`src/rtl/mode_counter_if.sv`:
```
// Bus bundle for mode_counter: control/config in, count and flags out.
// COUNTER_PWM_EN adds the pwm signal to the bundle.
interface mode_counter_if #(
    parameter int unsigned BITS          = 8,
    parameter int unsigned PRESCALE_BITS = 4
);
    logic                     enable;
    logic [1:0]               mode;
    logic [PRESCALE_BITS-1:0] prescale;
    logic                     load;
    logic [BITS-1:0]          load_value;
    logic [BITS-1:0]          compare;
    logic [BITS-1:0]          count;
    logic                     wrap;
    logic                     match;
    logic                     done;
`ifdef COUNTER_PWM_EN
    logic                     pwm;

    modport master (
        output enable, mode, prescale, load, load_value, compare,
        input  count, wrap, match, done, pwm
    );
    modport slave (
        input  enable, mode, prescale, load, load_value, compare,
        output count, wrap, match, done, pwm
    );
`else
    modport master (
        output enable, mode, prescale, load, load_value, compare,
        input  count, wrap, match, done
    );
    modport slave (
        input  enable, mode, prescale, load, load_value, compare,
        output count, wrap, match, done
    );
`endif
endinterface

```
`src/rtl/mode_counter.sv`:
```
// Prescaled BITS-wide counter with up/down/one-shot/triangle modes, load, compare match.
// Optional registered PWM output enabled by defining COUNTER_PWM_EN.
module mode_counter #(
    parameter int unsigned BITS          = 8,
    parameter int unsigned PRESCALE_BITS = 4
) (
    input  logic          clk,
    input  logic          reset_n,
    mode_counter_if.slave bus
);

    localparam logic [1:0] MODE_UP      = 2'b00;
    localparam logic [1:0] MODE_DOWN    = 2'b01;
    localparam logic [1:0] MODE_ONESHOT = 2'b10;
    localparam logic [1:0] MODE_TRI     = 2'b11;

    localparam logic [BITS-1:0]          CNT_ZERO = '0;
    localparam logic [BITS-1:0]          CNT_ONE  = BITS'(1);
    localparam logic [BITS-1:0]          CNT_MAX  = '1;
    localparam logic [PRESCALE_BITS-1:0] PSC_ONE  = PRESCALE_BITS'(1);

    typedef enum logic {
        DIR_UP   = 1'b0,
        DIR_DOWN = 1'b1
    } dir_t;

    logic [PRESCALE_BITS-1:0] r_psc;
    logic [BITS-1:0]          r_count;
    dir_t                     r_dir;
    logic                     r_done;
    logic                     r_wrap;
    logic                     r_match;

    logic [PRESCALE_BITS-1:0] w_psc_nxt;
    logic [BITS-1:0]          w_count_nxt;
    dir_t                     w_dir_nxt;
    logic                     w_done_nxt;
    logic                     w_wrap_nxt;
    logic                     w_match_nxt;
    logic                     w_tick;
    logic                     w_upd;

    // State register; reset is synchronous and discards any pending tick.
    always_ff @(posedge clk) begin
        if (!reset_n) begin
            r_psc   <= '0;
            r_count <= CNT_ZERO;
            r_dir   <= DIR_UP;
            r_done  <= 1'b0;
            r_wrap  <= 1'b0;
            r_match <= 1'b0;
        end else begin
            r_psc   <= w_psc_nxt;
            r_count <= w_count_nxt;
            r_dir   <= w_dir_nxt;
            r_done  <= w_done_nxt;
            r_wrap  <= w_wrap_nxt;
            r_match <= w_match_nxt;
        end
    end

    // Next-state: load beats tick beats hold; >= keeps a lowered prescale from stalling.
    always_comb begin
        w_tick      = bus.enable && (r_psc >= bus.prescale);
        w_psc_nxt   = r_psc;
        w_count_nxt = r_count;
        w_dir_nxt   = r_dir;
        w_done_nxt  = r_done;
        w_wrap_nxt  = 1'b0;
        w_upd       = 1'b0;

        if (bus.load) begin
            w_count_nxt = bus.load_value;
            w_psc_nxt   = '0;
            w_dir_nxt   = DIR_UP;
            w_done_nxt  = 1'b0;
        end else begin
            if (bus.enable) begin
                w_psc_nxt = w_tick ? '0 : r_psc + PSC_ONE;
            end
            if (w_tick) begin
                case (bus.mode)
                    MODE_UP: begin
                        w_count_nxt = r_count + CNT_ONE;
                        w_wrap_nxt  = (r_count == CNT_MAX);
                        w_upd       = 1'b1;
                    end
                    MODE_DOWN: begin
                        w_count_nxt = r_count - CNT_ONE;
                        w_wrap_nxt  = (r_count == CNT_ZERO);
                        w_upd       = 1'b1;
                    end
                    MODE_ONESHOT: begin
                        if (r_count == CNT_MAX) begin
                            w_done_nxt = 1'b1;
                        end else begin
                            w_count_nxt = r_count + CNT_ONE;
                            w_done_nxt  = r_done | (w_count_nxt == CNT_MAX);
                            w_upd       = 1'b1;
                        end
                    end
                    MODE_TRI: begin
                        w_upd = 1'b1;
                        if (r_dir == DIR_UP) begin
                            if (r_count == CNT_MAX) begin
                                w_count_nxt = CNT_MAX - CNT_ONE;
                                w_dir_nxt   = DIR_DOWN;
                                w_wrap_nxt  = 1'b1;
                            end else begin
                                w_count_nxt = r_count + CNT_ONE;
                            end
                        end else begin
                            if (r_count == CNT_ZERO) begin
                                w_count_nxt = CNT_ONE;
                                w_dir_nxt   = DIR_UP;
                                w_wrap_nxt  = 1'b1;
                            end else begin
                                w_count_nxt = r_count - CNT_ONE;
                            end
                        end
                    end
                endcase
            end
        end

        // Match only when a tick actually moves count onto compare.
        w_match_nxt = w_upd && (w_count_nxt == bus.compare);
    end

    assign bus.count = r_count;
    assign bus.wrap  = r_wrap;
    assign bus.match = r_match;
    assign bus.done  = r_done;

`ifdef COUNTER_PWM_EN
    logic r_pwm;

    // PWM tracks the count being written this edge, so it lines up with count.
    always_ff @(posedge clk) begin
        if (!reset_n) begin
            r_pwm <= 1'b0;
        end else begin
            r_pwm <= (w_count_nxt < bus.compare);
        end
    end

    assign bus.pwm = r_pwm;
`endif

endmodule
```
`src/flat_wrapper.sv`:
```
// flat-port wrapper written by rule: the top's interface ports become plain ports
module mode_counter_flat 
#(
    parameter int unsigned BITS          = 8,
    parameter int unsigned PRESCALE_BITS = 4
)
  (clk, reset_n, bus_enable, bus_mode, bus_prescale, bus_load, bus_load_value, bus_compare, bus_count, bus_wrap, bus_match, bus_done);
  mode_counter_if #(.BITS(BITS), .PRESCALE_BITS(PRESCALE_BITS)) bus_i ();
  input  logic clk;
  input  logic reset_n;
  input wire logic [$bits(bus_i.enable)-1:0] bus_enable;
  input wire logic [$bits(bus_i.mode)-1:0] bus_mode;
  input wire logic [$bits(bus_i.prescale)-1:0] bus_prescale;
  input wire logic [$bits(bus_i.load)-1:0] bus_load;
  input wire logic [$bits(bus_i.load_value)-1:0] bus_load_value;
  input wire logic [$bits(bus_i.compare)-1:0] bus_compare;
  output wire logic [$bits(bus_i.count)-1:0] bus_count;
  output wire logic [$bits(bus_i.wrap)-1:0] bus_wrap;
  output wire logic [$bits(bus_i.match)-1:0] bus_match;
  output wire logic [$bits(bus_i.done)-1:0] bus_done;
  assign bus_i.enable = bus_enable;
  assign bus_i.mode = bus_mode;
  assign bus_i.prescale = bus_prescale;
  assign bus_i.load = bus_load;
  assign bus_i.load_value = bus_load_value;
  assign bus_i.compare = bus_compare;
  assign bus_count = bus_i.count;
  assign bus_wrap = bus_i.wrap;
  assign bus_match = bus_i.match;
  assign bus_done = bus_i.done;
  mode_counter #(.BITS(BITS), .PRESCALE_BITS(PRESCALE_BITS)) u_core (.clk(clk), .reset_n(reset_n), .bus(bus_i));
endmodule
```
`config.mk`:
```
export PLATFORM = sky130hd
export DESIGN_NAME = mode_counter_flat
export DESIGN_NICKNAME = d
export VERILOG_FILES = /design/src/rtl/mode_counter_if.sv /design/src/rtl/mode_counter.sv /design/src/flat_wrapper.sv
export SDC_FILE = /design/constraint.sdc
export NUM_CORES = 1
export LEC_CHECK = 0
export ABC_CLOCK_PERIOD_IN_PS = 3800
export CAP_MARGIN = 20
export CORE_MARGIN = 2
export CORE_UTILIZATION = 54
export CTS_CLUSTER_DIAMETER = 120
export DETAILED_ROUTE_END_ITERATION = 16
export PLACE_DENSITY = 0.95
export SYNTH_ARGS = -nofsm -noshare
export SYNTH_HDL_FRONTEND = slang
export SYNTH_SLANG_ARGS = --single-unit
```
`constraint.sdc`:
```
create_clock -name clk -period 3.8 [get_ports clk]
set_input_delay 0.76 -clock clk [delete_from_list [all_inputs] [get_ports clk]]
set_output_delay 0.76 -clock clk [all_outputs]
set_load 0.02 [all_outputs]
```
==> results.cfg <==
[cts]
clk-insertion-delay-late_ns = 0.30
ctsResizeCount = 0
path_clk_slew_ns = 0.10
cts_buffers = 3
cts_tree = done
cts_setup_buffers = 0
cts_max_level = 1
root_buffer = clkbuf_4
cts_sinks = 16
clockBufferDepth = 2
hold_buffers = 0

[drt]
viasPerCell = 6.258
via_count = 1652
drt_iter0_drc = 127
antenna_left = 0
drc = 0
wl_per_cell_um = 16.41
firstDrtPassIters = 6
routed_wl_um = 4331

[power_and_ir_drop]
peakVddDrop_mv = 0.2463
p_leak_nw = 0.7236
power.density_mw_per_mm2 = 241.2
p_total_uw = 467.5

[setup_path]
worstSetupEndpointType = register
r2r-start = u_core.bus.count[0]$_SDFF_PN0_
worstPathMaxFanout = 12
start_kind = input port
crit_start = bus_prescale[0]
reg2reg_setup_slack_ns = 0.93
crit_type = input port to register
rr_worst_depth = 11
arrival_ns = 3.37
required_ns = 4.02
r2r_end = u_core.bus.match$_SDFF_PN0_

[timing]
setup_violations = 0
whs_ns = 0.5018
slew_headroom = 0.4768
period_minus_slack_ns = 3.151
tightestPinTransition_ns = 0.7820
skew_ns = 0.0007371
rsz0062_at_grt = no
worst_slack_ns = 0.6493
min_period_over_period = 0.8291
tns_ns = 0
hold_viol = 0
max_freq_mhz = 317.4
slew_viol_final = 0

[min_path]
hold_class = register to register
hp-start = u_core.bus.done$_SDFFE_PP0P_
whs_path_depth = 2
hold_end = u_core.bus.done$_SDFFE_PP0P_

[die]
dieArea_sq_mm = 0.003321
die_y_um = 57.63
ios = 37
core_sq_mm = 0.002734
rows = 19
die_x_um = 57.63
initial_core_util = 0.5680

[logic_synthesis]
synthCells = 199
syn_nets = 235
synth_ff_type = dfxtp_1
ys_seq_elements = 16
ys_seq_area_frac = 0.2063
async_flop_share = 0
synth_top_area_cell = dfxtp_1
synth_top_area_share = 0.2063
synth-edff-count = 0
netlist_area_sq_mm = 0.001553
ys_top_cells_by_area = dfxtp_1 (21%), ha_1 (8.1%), nand2_1 (4.8%)
ys_warn_count = 0
syn_area_per_cell_sq_um = 7.803
ys_types = 59

[placed_design]
port_buffers = 36
hpwl_um = 3204
place_ws_ns = 0.4015
place_area_sq_mm = 0.001902
gp_congestion = 0.9438

[grt]
grt_overflow = 0
grt_pass1_wl_um = 7051
antenna_found_initial = 0
grt_usage = 0.2702
grt_pass1_vias = 1492
grt_max_degree = 15

[finish]
fillers = 202
fin_area_sq_mm = 0.001938
layout.nets = 270
area_growth_pct = 24.82
diodes = 0
layout_common_cells = clkdlybuf4s50_1 (36), nand2_1 (20), dfxtp_1 (16)
drive_gt1_frac = 0.09442
final_common_cell = clkdlybuf4s50_1

[job]
drv_cap = 0

[run_status]
status = complete, no violations
power breakdown:
group | internal, mW | total [mW] | switching [mW]
clock | 0.0585 | 0.118 | 0.0599
sequential | 0.174 | 0.189 | 0.0153
combinational | 0.0786 | 0.160 | 0.0815
total | 0.311 | 0.468 | 0.157
cells by family (layout without fill, tap and decap cells):
group | Yosys count | in the layout | share of synthesized area
AO/OA/AOI/OAI | 57 | 57 | 0.2643
XOR/XNOR | 14 | 14 | 0.08381
adder cells (fa/ha/maj) | 10 | 10 | 0.08058
buffers and inverters | 22 | 56 | 0.07574
flip-flops | 16 | 16 | 0.2063
multiplexers | 1 | 1 | 0.006447
AND/OR/NAND/NOR | 79 | 79 | 0.2828
flip-flops by register name, indices dropped and copies added, names as in the netlist:
| register | cells |
|---|---|
| u_core.bus.match | 1 |
| u_core.bus.count | 8 |
| u_core.r_dir | 1 |
| u_core.bus.wrap | 1 |
| u_core.bus.done | 1 |
| u_core.r_psc | 4 |
layout make-up:
| cell class | count | area, sq um | share of cell area |
|---|---|---|---|
| flip-flops and latches | 16 | 320.3 | 0.1653 |
| inverters | 14 | 52.55 | 0.02711 |
| multi-input cells | 161 | 1115 | 0.5752 |
| clock buffers | 4 | 36.28 | 0.01872 |
| well taps | 31 | 38.79 | 0.02001 |
| repair buffers | 38 | 375.4 | 0.1937 |
worst max-delay path, cell delays in order:
cell	delay (ns)
clkdlybuf4s50_1	0.40
ha_1	0.28
nand2b_1	0.14
a2111oi_0	0.47
or2_1	0.42
a21oi_1	0.14
a22oi_1	0.32
xor2_1	0.18
nand4_1	0.12
nor4_2	0.14
how the worst max path moves through the flow:
stage                                  end  slack, ns  depth (start not counted)
3_3_place_gp   u_core.bus.match$_SDFF_PN0_       0.45                         10
5_1_grt        u_core.bus.match$_SDFF_PN0_       0.36                         10
6_report       u_core.bus.match$_SDFF_PN0_       0.65                         10
3_5_place_dp   u_core.bus.match$_SDFF_PN0_       0.40                         10
4_1_cts        u_core.bus.match$_SDFF_PN0_       0.65                         10
2_1_floorplan  u_core.bus.match$_SDFF_PN0_       1.05                         10
cell usage after synthesis (2+ instances only):
cell type	number
nor2_1	15
dfxtp_1	16
and2_1	4
xor2_1	6
o21ai_1	4
nor2b_1	7
a22oi_1	2
buf_6	3
buf_2	2
nand2b_1	2
o21a_1	2
clkbuf_1	2
nor3_1	6
a31oi_1	3
inv_1	13
nor4_2	2
nand4_1	3
nand2_1	20
ha_1	10
or3_1	3
a21oi_1	12
a41oi_1	2
xnor2_1	7
o21ai_0	7
and3_4	3
nand3_1	4
o311a_1	2
o211ai_1	6
layer usage:
layer,vias up,track usage,part of all wire
li1,794,-,-
met1,759,0.3944,0.43
met2,91,0.4318,0.48
met3,8,0.008929,0.073
met4,0,0.08970,0.012
met5,-,0,0
metrics by stage:
stage / util / std cells
6_report: 0.7089 / 264
3_3_place_gp: 0.6957 / 260
3_5_place_dp: 0.6957 / 260
2_1_floorplan: - / 199
5_1_grt: 0.7089 / 264
4_1_cts: 0.7089 / 264
Power figures use the tool's default switching activity.
